--- src/rtl/rope_sequencer.sv ---
// rope_sequencer: schedules a bank of horizontally moving rope movers.
// It releases the ropes one at a time at level start and gates their frame
// ticks while paused. It also pulses a per-rope direction toggle when a rope
// reaches a playfield limit. Each rope's activity, direction and toggle state
// lives in its own lane instance.

module rope_lane #(
  parameter bit ODD         = 1'b0,
  parameter int LEFT_LIMIT  = 32,
  parameter int RIGHT_BOUND = 560
) (
  input  logic        clk,
  input  logic        resetN,
  input  logic        clear,
  input  logic        release_i,
  input  logic        run_en,
  input  logic        check_en,
  input  logic [10:0] x,
  output logic        active_o,
  output logic        toggle_o
);
  localparam logic signed [10:0] LB = 11'(LEFT_LIMIT);
  localparam logic signed [10:0] RB = 11'(RIGHT_BOUND);

  logic act_q, act_d, dir_q, dir_d, tog_q, tog_d, init_q, init_d;
  logic hit;

  // Limit hit for the current direction (0 = right, 1 = left), signed X.
  always_comb begin
    hit = dir_q ? ($signed(x) <= LB) : ($signed(x) >= RB);
  end

  // Release, initial odd-rope alignment toggle and limit toggles.
  // A pending alignment toggle consumes that rope's toggle slot.
  always_comb begin
    act_d  = act_q;
    dir_d  = dir_q;
    init_d = init_q;
    tog_d  = 1'b0;
    if (clear) begin
      act_d  = 1'b0;
      dir_d  = 1'b0;
      init_d = 1'b0;
    end else if (release_i) begin
      act_d  = 1'b1;
      dir_d  = ODD;
      init_d = ODD;
    end else if (act_q) begin
      if (init_q) begin
        if (run_en) begin
          tog_d  = 1'b1;
          init_d = 1'b0;
        end
      end else if (check_en && hit) begin
        tog_d = 1'b1;
        dir_d = ~dir_q;
      end
    end
  end

  // Lane state registers.
  always_ff @(posedge clk or negedge resetN) begin
    if (!resetN) begin
      act_q  <= 1'b0;
      dir_q  <= 1'b0;
      tog_q  <= 1'b0;
      init_q <= 1'b0;
    end else begin
      act_q  <= act_d;
      dir_q  <= dir_d;
      tog_q  <= tog_d;
      init_q <= init_d;
    end
  end

  assign active_o = act_q;
  assign toggle_o = tog_q;
endmodule

module rope_sequencer #(
  parameter int NUM_ROPES        = 4,
  parameter int LEFT_LIMIT       = 32,
  parameter int RIGHT_LIMIT      = 576,
  parameter int ROPE_WIDTH       = 16,
  parameter int BASE_SPEED       = 20,
  parameter int SPEED_STEP       = 8,
  parameter int SPAWN_GAP_FRAMES = 15
) (
  input  logic                     clk,
  input  logic                     resetN,
  input  logic                     startOfFrame,
  input  logic                     levelStart,
  input  logic [1:0]               level,
  input  logic                     pauseReq,
  input  logic [11*NUM_ROPES-1:0]  ropeX,
  output logic [NUM_ROPES-1:0]     ropeLoadN,
  output logic [7*NUM_ROPES-1:0]   ropeSpeed,
  output logic [11*NUM_ROPES-1:0]  ropeInitX,
  output logic [NUM_ROPES-1:0]     ropeFrame,
  output logic [NUM_ROPES-1:0]     dirToggle,
  output logic [NUM_ROPES-1:0]     activeMask,
  output logic [1:0]               seqState
);
  typedef enum logic [1:0] {IDLE = 2'd0, SPAWN = 2'd1, RUN = 2'd2, PAUSE = 2'd3} st_t;

  localparam int CW = $clog2(SPAWN_GAP_FRAMES + 1);
  localparam int IW = (NUM_ROPES > 1) ? $clog2(NUM_ROPES) : 1;

  st_t           st_q, st_d, resume_q, resume_d;
  logic [CW-1:0] cnt_q, cnt_d;
  logic [IW-1:0] idx_q, idx_d;
  logic          entry_q, entry_d;
  logic [1:0]    level_q, level_d;
  logic          rel_en, last;
  logic          check_en, run_en;
  logic [7:0]    spd_sum;
  logic [6:0]    spd;

  // Sequencer next state: level restart, spawn timing, pause/resume.
  // The first release happens on the cycle after a level restart, even if a pause is
  // requested, so the ropes are dropped for exactly one cycle.
  always_comb begin
    st_d     = st_q;
    resume_d = resume_q;
    cnt_d    = cnt_q;
    idx_d    = idx_q;
    entry_d  = entry_q;
    level_d  = level_q;
    rel_en   = 1'b0;
    last     = (idx_q == IW'(NUM_ROPES - 1));
    if (levelStart) begin
      st_d    = SPAWN;
      cnt_d   = '0;
      idx_d   = '0;
      entry_d = 1'b1;
      level_d = level;
    end else begin
      case (st_q)
        SPAWN: begin
          if (entry_q) begin
            rel_en  = 1'b1;
            entry_d = 1'b0;
          end else if (startOfFrame) begin
            if (cnt_q == CW'(SPAWN_GAP_FRAMES - 1)) begin
              rel_en = 1'b1;
              cnt_d  = '0;
            end else begin
              cnt_d = cnt_q + 1'b1;
            end
          end
          if (rel_en) begin
            if (last) st_d = RUN;
            else      idx_d = idx_q + 1'b1;
          end
          if (pauseReq) begin
            resume_d = (rel_en && last) ? RUN : SPAWN;
            st_d     = PAUSE;
          end
        end
        RUN: begin
          if (pauseReq) begin
            resume_d = RUN;
            st_d     = PAUSE;
          end
        end
        PAUSE: begin
          if (!pauseReq) st_d = resume_q;
        end
        default: ;
      endcase
    end
  end

  // Sequencer registers.
  always_ff @(posedge clk or negedge resetN) begin
    if (!resetN) begin
      st_q     <= IDLE;
      resume_q <= SPAWN;
      cnt_q    <= '0;
      idx_q    <= '0;
      entry_q  <= 1'b0;
      level_q  <= 2'd0;
    end else begin
      st_q     <= st_d;
      resume_q <= resume_d;
      cnt_q    <= cnt_d;
      idx_q    <= idx_d;
      entry_q  <= entry_d;
      level_q  <= level_d;
    end
  end

  // Shared speed: 8-bit sum saturated to the mover's 7-bit range.
  always_comb begin
    spd_sum = 8'(BASE_SPEED) + 8'(SPEED_STEP) * {6'd0, level_q};
    spd     = spd_sum[7] ? 7'd127 : spd_sum[6:0];
  end

  assign check_en  = startOfFrame && ((st_q == SPAWN) || (st_q == RUN));
  assign run_en    = (st_q != PAUSE);
  assign ropeLoadN = activeMask;
  assign ropeFrame = {NUM_ROPES{startOfFrame && run_en}} & activeMask;
  assign seqState  = st_q;
  assign ropeSpeed = {NUM_ROPES{spd}};

  for (genvar i = 0; i < NUM_ROPES; i++) begin : g_lane
    assign ropeInitX[11*i +: 11] =
      11'(LEFT_LIMIT + i * ((RIGHT_LIMIT - LEFT_LIMIT) / NUM_ROPES));

    rope_lane #(
      .ODD        (1'(i % 2)),
      .LEFT_LIMIT (LEFT_LIMIT),
      .RIGHT_BOUND(RIGHT_LIMIT - ROPE_WIDTH)
    ) u_lane (
      .clk      (clk),
      .resetN   (resetN),
      .clear    (levelStart),
      .release_i(rel_en && (idx_q == IW'(i))),
      .run_en   (run_en),
      .check_en (check_en),
      .x        (ropeX[11*i +: 11]),
      .active_o (activeMask[i]),
      .toggle_o (dirToggle[i])
    );
  end
endmodule

--- config.mk ---
export PLATFORM = sky130hd
export DESIGN_NAME = rope_sequencer
export DESIGN_NICKNAME = d
export VERILOG_FILES = /design/src/rtl/rope_sequencer.sv
export SDC_FILE = /design/constraint.sdc
export NUM_CORES = 1
export LEC_CHECK = 0
export BUFFER_PORTS_ARGS = -buffer_cell sky130_fd_sc_hd__buf_4
export CAP_MARGIN = 15
export CORE_MARGIN = 8
export CORE_UTILIZATION = 40
export DETAILED_ROUTE_END_ITERATION = 10
export GPL_ROUTABILITY_DRIVEN = 0
export GPL_TIMING_DRIVEN = 0
export PLACE_DENSITY_LB_ADDON = 0.05
export SKIP_LAST_GASP = 1
export SLEW_MARGIN = 40
export SYNTH_ARGS = -nofsm -noshare
export SYNTH_HDL_FRONTEND = slang
export SYNTH_HIERARCHICAL = 1
export SYNTH_SLANG_ARGS = --single-unit
--- constraint.sdc ---
create_clock -name clk -period 3.98 [get_ports clk]
set_clock_uncertainty 0.15 [all_clocks]
set_input_delay 0.199 -clock clk [delete_from_list [all_inputs] [get_ports clk]]
set_output_delay 0.199 -clock clk [all_outputs]
set_load 0.01 [all_outputs]
==> impl_metrics.ini, run 1 <==
[timing]
fin_crit_sh_pct = 54.8
max_freq_mhz = 459
layout_min_cycle_time_ps = 2180
rsz0062_at_grt = no
tns_ps = 0
setup_viol = 0
final_hold_viol_count = 0
hold_ws_ps = 38.7
drv_slew = 0
worst_slack_ps = 1800

[hold_path]
worstHoldEndpoint = g_lane[1].u_lane/dir_q
min-delay-path-class = primary input to flop
hold_start = ropeX[21]
min_path_cells = 3

[floorplan]
dieArea_sq_um = 8660
rows = 28
initial_core_util_pct = 40.9
die_h_microns = 93.1
pin_count = 141
core_area_sq_um = 5820
die_x_microns = 93.1

[worst_setup_path]
arrival_ps = 2220
crit_fanout = 6
worstSetupPathType = flop to flop
reg2reg_to = g_lane[3].u_lane/dir_q
crit_required_ps = 4020
reg2reg_depth = 7
start_kind = flop
reg2reg_slack_ps = 1800
crit_path_end_kind = flop
reg2reg_from = seqState[1]

[layout]
postLayoutCellArea_sq_um = 3420
nNetsFinal = 478
area_delta_synth_final_pct = 43.9
fillers = 558
n_antenna_cell = 0
drive_gt1_share_pct = 42.0
layoutNonFillerInstCount = 494

[grt]
grt_pass1_vias = 1997
grt_pass1_wl_microns = 9280
grt_util_all_layers_pct = 12.8
grt_antenna_before_repair = 0
grt_overflow = 0
grt_max_degree = 30

[synthesis]
synthMuxAreaShare_pct = 1.32
synthArstFlopShare_pct = 100
synth_compound_area_share_pct = 16.5
synthSimpleGateAreaFrac_pct = 20.1
synth_edf_count = 0
synth_top_family_by_area = buffers and inverters
yosysWarnings = 6
synthFlopType = dfrtp_1
syn_inst = 270
syn_area_sq_um = 2380
yosysUniqueCellTypes = 46
yosys_register_bits = 29
synth-adder-area-share_pct = 4.74
synth-xor-area-share_pct = 1.11
seq_area_frac_synth_pct = 30.6
avgSynthCellArea_sq_um = 8.80

[place]
io_buffers = 80
hpwl_microns = 4730
dp_cells = 483
preCtsSetupSlack_ps = 1810
placed_area_sq_um = 3290

[pwr]
p_seq_share_pct = 33.0
leakagePower_nw = 1.85
internal_power_mw = 0.758
p_sw_share_pct = 36.1
pwr_density_cell_nw_per_um2 = 347
power.switching_mw = 0.429
ir_worst_vdd_mv = 0.291
pwr-share-comb_pct = 44.5
power_frac_clock_pct = 22.5

[clock_network]
cts.clk_slew.worst_paths_ps = 60
root_buffer = clkbuf_8
numCtsBuffers = 5
post_cts_buffers = 0
cts_max_level = 2
clock_sinks = 29
clk_latency_ps = 280
cts-resized-gates = 0
clk_path_buf_depth = 2
cts_tree = yes

[route]
vias = 2086
dr.first_iter.drc_count = 64
drtPass1Iterations = 4
wire_per_inst_microns = 11.7
ant_nets = 0
drc = 0
via_per_inst = 4.22
routed_wl_microns = 5780

[flow_run]
cap_violations = 0

[status]
status = completed
sequential cells by signal (all words and copies together) (netlist names):
name / count
resume_q: 2
g_lane.u_lane/dir_q: 4
cnt_q: 4
g_lane.u_lane/init_q: 4
idx_q: 2
g_lane.u_lane/active_o: 4
entry_q: 1
g_lane.u_lane/toggle_o: 4
level_q: 2
seqState: 2
per-layer routing:
metal | wire, microns | track usage [%] | vias to the layer above
met5 | 0 | 0 | -
met1 | 2320 | 14.0 | 911
met3 | 556 | 5.21 | 5
met4 | 15 | 2.82 | 0
li1 | - | - | 1096
met2 | 2890 | 22.5 | 74
metrics by stage:
| stage | util, % | power (mW) |
|---|---|---|
| final | 58.8 | 1.19 |
| after global routing | 58.8 | 1.28 |
| after CTS | 58.8 | 1.20 |
| after detailed placement | 56.5 | 0.921 |
| after global placement | 56.5 | 0.915 |
| after floorplan | - | 0.747 |
layout make-up:
| type | instances | area, sq um | share of cell area (%) |
|---|---|---|---|
| clock buffer | 7 | 96.3 | 2.82 |
| timing repair buffer | 83 | 631 | 18.4 |
| tap | 75 | 93.8 | 2.74 |
| inverter | 13 | 48.8 | 1.43 |
| buffer | 74 | 552 | 16.1 |
| clock inverter | 1 | 5.00 | 0.146 |
| sequential | 29 | 727 | 21.3 |
| multi-input combinational | 212 | 1270 | 37.0 |
what timing repair did:
action / 4_1_cts / 5_1_grt
hold buffers: 3 / 0
hold endpoints to repair: 30 / 0
endpoints found under the setup margin: 0 / 0
cells by family (layout without fill, tap and decap cells):
group,after synthesis,in the layout
AOI/OAI and AO/OA,51,51
xor gates and xnor gates,3,3
adders and majority gates,9,9
buffers and inverters,87,178
DFF,29,29
muxes,3,3
other,2,60
and+or+nand+nor,86,86
worst max-delay path, stage by stage, from the launching register on:
cell and delay [ps]:
dfrtp_1 410, inv_1 90, ha_1 260, inv_1 120, nor3_1 340, and2_1 280
and4b_1 220, a211oi_1 220
worst max path at each step:
stage	from	to	slack, ps	depth (start not counted)
6_report	seqState[1]	g_lane[3].u_lane/dir_q	1800	7
5_1_grt	seqState[1]	g_lane[1].u_lane/dir_q	1590	7
4_1_cts	seqState[1]	g_lane[3].u_lane/dir_q	1780	7
3_5_place_dp	seqState[1]	g_lane[1].u_lane/dir_q	1810	7
3_3_place_gp	seqState[1]	g_lane[3].u_lane/dir_q	1820	7
2_1_floorplan	seqState[1]	g_lane[1].u_lane/dir_q	2050	7
power by group through the flow:
| stage | Clock (mW) | Combinational, mW | Sequential (mW) |
|---|---|---|---|
| after global placement | 0 | 0.519 | 0.396 |
| final | 0.267 | 0.528 | 0.392 |
| after CTS | 0.278 | 0.528 | 0.393 |
| after global routing | 0.291 | 0.591 | 0.401 |
| after floorplan | 0 | 0.352 | 0.395 |
| after detailed placement | 0 | 0.523 | 0.398 |
cell usage in the layout, fill, tap and decap left out, types with 6 or more instances in the layout:
master,netlist,final
a21oi_1,13,13
and2_1,9,9
buf_4,73,153
clkbuf_8,0,7
conb_1,2,60
dfrtp_1,28,28
ha_1,9,9
inv_1,13,13
nand2_1,14,14
nor2_1,22,22
nor2b_1,6,6
nor3_1,10,10
Yosys cell counts, types with 3 or more instances:
| library cell | count | area share [%] |
|---|---|---|
| buf_4 | 73 | 23 |
| dfrtp_1 | 28 | 29 |
| nor2_1 | 22 | 3.5 |
| nand2_1 | 14 | 2.2 |
| a21oi_1 | 13 | 2.7 |
| inv_1 | 13 | 2.1 |
| nor3_1 | 10 | 2.1 |
| and2_1 | 9 | 2.4 |
| ha_1 | 9 | 4.7 |
| nor2b_1 | 6 | 1.6 |
| a211oi_1 | 4 | 1.3 |
| a21o_1 | 4 | 1.3 |
| a21o_2 | 4 | 1.5 |
| and3b_1 | 4 | 1.5 |
| o21ai_0 | 4 | 0.84 |
| or3_1 | 4 | 1.1 |
| or4_1 | 4 | 1.3 |
| nand4b_1 | 3 | 1.1 |
Note: power is estimated with default switching activity, not from simulation.
==> inputs of run 2 (changes only) <==
==> constraint.sdc (replaced) <==
create_clock -name clk -period 2 [get_ports clk]
set_clock_uncertainty 0.15 [all_clocks]
set_input_delay 0.1 -clock clk [delete_from_list [all_inputs] [get_ports clk]]
set_output_delay 0.1 -clock clk [all_outputs]
set_load 0.01 [all_outputs]
==> impl_metrics.ini, run 2 (same netlist as run 1, synthesis figures left out) <==
[route]
wire_per_inst_microns = 11.8
drc = 0
via_per_inst = 4.24
dr.first_iter.drc_count = 47
vias = 2135
drtPass1Iterations = 4
routed_wl_microns = 5950
ant_nets = 0

[clock_network]
clk_path_buf_depth = 2
root_buffer = clkbuf_8
clock_sinks = 29
clk_latency_ps = 280
cts.clk_slew.worst_paths_ps = 60
cts_max_level = 2
cts_tree = yes
numCtsBuffers = 5

[layout]
fin_util_pct = 61.3
layoutNonFillerInstCount = 503
n_antenna_cell = 0
ff_latch_area_sq_um = 728
multiInputGateArea_sq_um = 1330
area_delta_synth_final_pct = 50.0
nNetsFinal = 487
drive_gt1_share_pct = 45.1
layout_commonest_cell = buf_4
fillers = 545
most-common-layout-cells = 158 x buf_4, 60 x conb_1, 27 x dfrtp_1

[worst_setup_path]
crit_chain = inv_2 -> ha_4 -> inv_1 -> nor3_4 -> and2_4 -> nor2_1 -> and3_1 -> a22o_1
max_stage_delay_ps = 420
cp_slowest_cell = dfrtp_1
crit_path_start = seqState[1]
reg2reg_from = seqState[1]
cp_num_buf_inv = 2
start_kind = flop
crit_path_end_kind = flop
crit_required_ps = 2020
cpLargestDelayFamily = simple AND/OR/NAND/NOR gates
crit_fanout = 6
worstSetupPathType = flop to flop
arrival_ps = 1920

[timing]
final_hold_viol_count = 0
rsz0062_at_grt = yes
layout_min_cycle_time_ps = 1900
max_freq_mhz = 527
fin_crit_sh_pct = 94.9
setup_viol = 0
tns_ps = 0
drv_slew = 0
hold_ws_ps = 19.5

[flow_run]
cap_violations = 0

[grt]
grt_antenna_before_repair = 0
grt_pass1_wl_microns = 9560
grt_overflow = 0
grt_max_degree = 30
grt_pass1_vias = 2061
grt_util_all_layers_pct = 13.1

[place]
dp_cells = 483
io_buffers = 80
hpwl_microns = 4730

[floorplan]
die_h_microns = 93.1
initial_core_util_pct = 40.9
core_area_sq_um = 5820
die_x_microns = 93.1
dieArea_sq_um = 8660
pin_count = 141
rows = 28

[hold_path]
hold_start = levelStart
min-delay-path-class = primary input to flop

[pwr]
total_power_mw = 2.54
ir_worst_vdd_mv = 0.829
pwr_density_cell_nw_per_um2 = 712
leakagePower_nw = 1.91

[status]
status = completed
## run 2: what timing repair did
item | CTS | global route
hold endpoints to repair | 35 | 0
hold buffers | 7 | 0
setup endpoints to repair | 7 | 9
pin swaps | 2 | 2
resized for setup | 10 | 7
setup buffers | 2 | 3
## run 2: routing by layer
layer | track usage [%] | vias up | wire length, microns
met5 | 0 | - | 0
met4 | 2.82 | 0 | 39
met3 | 5.21 | 6 | 542
met2 | 23.6 | 74 | 3000
met1 | 14.1 | 939 | 2360
li1 | - | 1116 | -
## run 2: layout make-up
| class | count | share of cell area (%) |
|---|---|---|
| plain buffers | 74 | 15.5 |
| clock inverters | 1 | 0.140 |
| repair buffers | 92 | 19.9 |
| flip-flops and latches | 29 | 20.4 |
| multi-input cells | 212 | 37.4 |
| clock buffers | 7 | 2.70 |
| inverters | 13 | 1.37 |
| well taps | 75 | 2.63 |
## run 2: final timing paths
kind / to / slack (ps) / cells after the start
setup / recovery: g_lane[0].u_lane/toggle_o / 100 / 8
hold / removal: g_lane[1].u_lane/init_q / 20 / 2
setup reg to reg: g_lane[0].u_lane/toggle_o / 100 / 8
hold reg to reg: resume_q[0] / 360 / 1
max in group asynchronous: resume_q[0] / 1250 / 2
min in group asynchronous: seqState[1] / 130 / 2
## run 2: power by group
part | switching, mW | total [mW] | internal [mW]
logic | 0.594 | 1.21 | 0.618
registers | 0.103 | 0.790 | 0.687
clock network | 0.227 | 0.537 | 0.311
total | 0.923 | 2.54 | 1.62
## run 2: stage by stage
step / worst slack, ps / area (sq um)
final: 101 / 3560
after global routing: -23.8 / 3560
after CTS: 53.6 / 3510
after detailed placement: -171 / 3290
after global placement: -163 / 3290
after floorplan: 67.7 / 2590
==> inputs of run 3 (changes only) <==
--- a/config.mk
+++ b/config.mk
@@ -12,7 +12,7 @@
 export DETAILED_ROUTE_END_ITERATION = 10
 export GPL_ROUTABILITY_DRIVEN = 0
 export GPL_TIMING_DRIVEN = 0
-export PLACE_DENSITY_LB_ADDON = 0.05
+export PLACE_DENSITY = 0.83
 export SKIP_LAST_GASP = 1
 export SLEW_MARGIN = 40
 export SYNTH_ARGS = -nofsm -noshare
==> impl_metrics.ini, run 3 (same netlist as run 1, synthesis figures left out) <==
[worst_setup_path]
worstSetupPathType = flop to flop
crit_top_cell = inv_2
start_kind = flop
crit_fanout = 5
cp_slowest_cell = dfrtp_2
cp_num_buf_inv = 3
max_stage_delay_ps = 440
crit_path_end_kind = flop
arrival_ps = 1990
cpLargestDelayFamily = simple AND/OR/NAND/NOR gates
crit_chain = inv_2 -> ha_4 -> inv_2 -> nor3_4 -> buf_4 -> and2_4 -> and4b_1 -> a211oi_2
crit_required_ps = 2030

[layout]
area_delta_synth_final_pct = 52.0
fin_util_pct = 62.1
layout_commonest_cell = buf_4
drive_gt1_share_pct = 46.1
postLayoutCellArea_sq_um = 3610
n_antenna_cell = 0
fillers = 525
nNetsFinal = 491
most-common-layout-cells = 162 x buf_4, 60 x conb_1, 26 x dfrtp_1

[pwr]
total_power_mw = 2.61
ir_worst_vdd_mv = 0.541
leakagePower_nw = 1.92
pwr_density_cell_nw_per_um2 = 723

[route]
dr.first_iter.drc_count = 48
via_per_inst = 4.43
vias = 2247
wire_per_inst_microns = 13.2
drtPass1Iterations = 4
ant_nets = 0
drc = 0
routed_wl_microns = 6700

[grt]
grt_pass1_wl_microns = 10200
grt_antenna_before_repair = 0
grt_pass1_vias = 2310
grt_overflow = 0
grt_max_degree = 30
grt_util_all_layers_pct = 14.3

[floorplan]
pin_count = 141
die_h_microns = 93.1
die_x_microns = 93.1
rows = 28
dieArea_sq_um = 8660
core_area_sq_um = 5820
initial_core_util_pct = 40.9

[clock_network]
root_buffer = clkbuf_8
clk_path_buf_depth = 2
clk_latency_ps = 270
clock_sinks = 29
cts_max_level = 2
numCtsBuffers = 5
cts_tree = yes
cts.clk_slew.worst_paths_ps = 60

[place]
io_buffers = 80
hpwl_microns = 5200
placed_area_sq_um = 3290
preCtsSetupSlack_ps = -287

[timing]
fin_crit_sh_pct = 97.7
setup_viol = 0
max_freq_mhz = 512
drv_slew = 0
final_hold_viol_count = 0
worst_slack_ps = 46.4
layout_min_cycle_time_ps = 1950

[flow_run]
cap_violations = 0

[status]
status = completed

[hold_path]
min-delay-path-class = primary input to flop
==> run 3: cell types whose count changed in the layout (fill, tap and decap cells not counted), sizes merged <==
cell,delta
buf,+4
clkbuf,+1
clkinv,-1
==> run 3: layer usage <==
layer	share of wire, %	wire (microns)	GRT usage, %
met2	53	3570	26.9
met4	1.6	104	4.83
met5	0	0	0
met1	37	2470	13.9
met3	8.2	549	5.53
==> run 3: final timing paths <==
kind / start / slack, ps / cells past startpoint / to
min: levelStart / 30 / 2 / g_lane[2].u_lane/active_o
max reg2reg: seqState[1] / 50 / 8 / g_lane[3].u_lane/dir_q
min reg2reg: resume_q[1] / 360 / 2 / resume_q[1]
min in group asynchronous: resetN / 140 / 2 / seqState[1]
max in group asynchronous: resetN / 1250 / 2 / resume_q[0]
max: seqState[1] / 50 / 8 / g_lane[3].u_lane/dir_q
==> run 3: area by class of cell <==
class,instances,area (sq um),share of cell area [%]
buffer,74,552,15.3
clock buffer,8,90.1,2.49
inverter,13,48.8,1.35
multi-input combinational,212,1360,37.6
sequential,29,729,20.2
tap,75,93.8,2.60
timing repair buffer,96,738,20.4
==> run 3: metrics by stage <==
| step | std cells | TNS, ps | hold slack, ps |
|---|---|---|---|
| finish | 507 | 0 | 28.5 |
| global placement | 483 | -886 | -98.3 |
| CTS | 501 | -13.0 | 17.0 |
| detailed placement | 483 | -1410 | -98.8 |
| global route | 507 | -114 | 41.0 |
| floorplan | 328 | 0 | -346 |
==> run 3: power breakdown <==
part	leakage, nW	internal (mW)	switching, mW
clock network	0.0455	0.280	0.213
logic	1.49	0.683	0.643
registers	0.383	0.689	0.104
total	1.92	1.65	0.960
==> run 3: timing repair <==
action                                  in CTS  in global routing
hold buffers                                 7                  0
gates cloned                                 0                  0
pin swaps                                    1                  3
resized for setup                           10                 12
setup buffers                                3                  6
hold endpoints to repair                    35                  0
endpoints found under the setup margin      10                  8
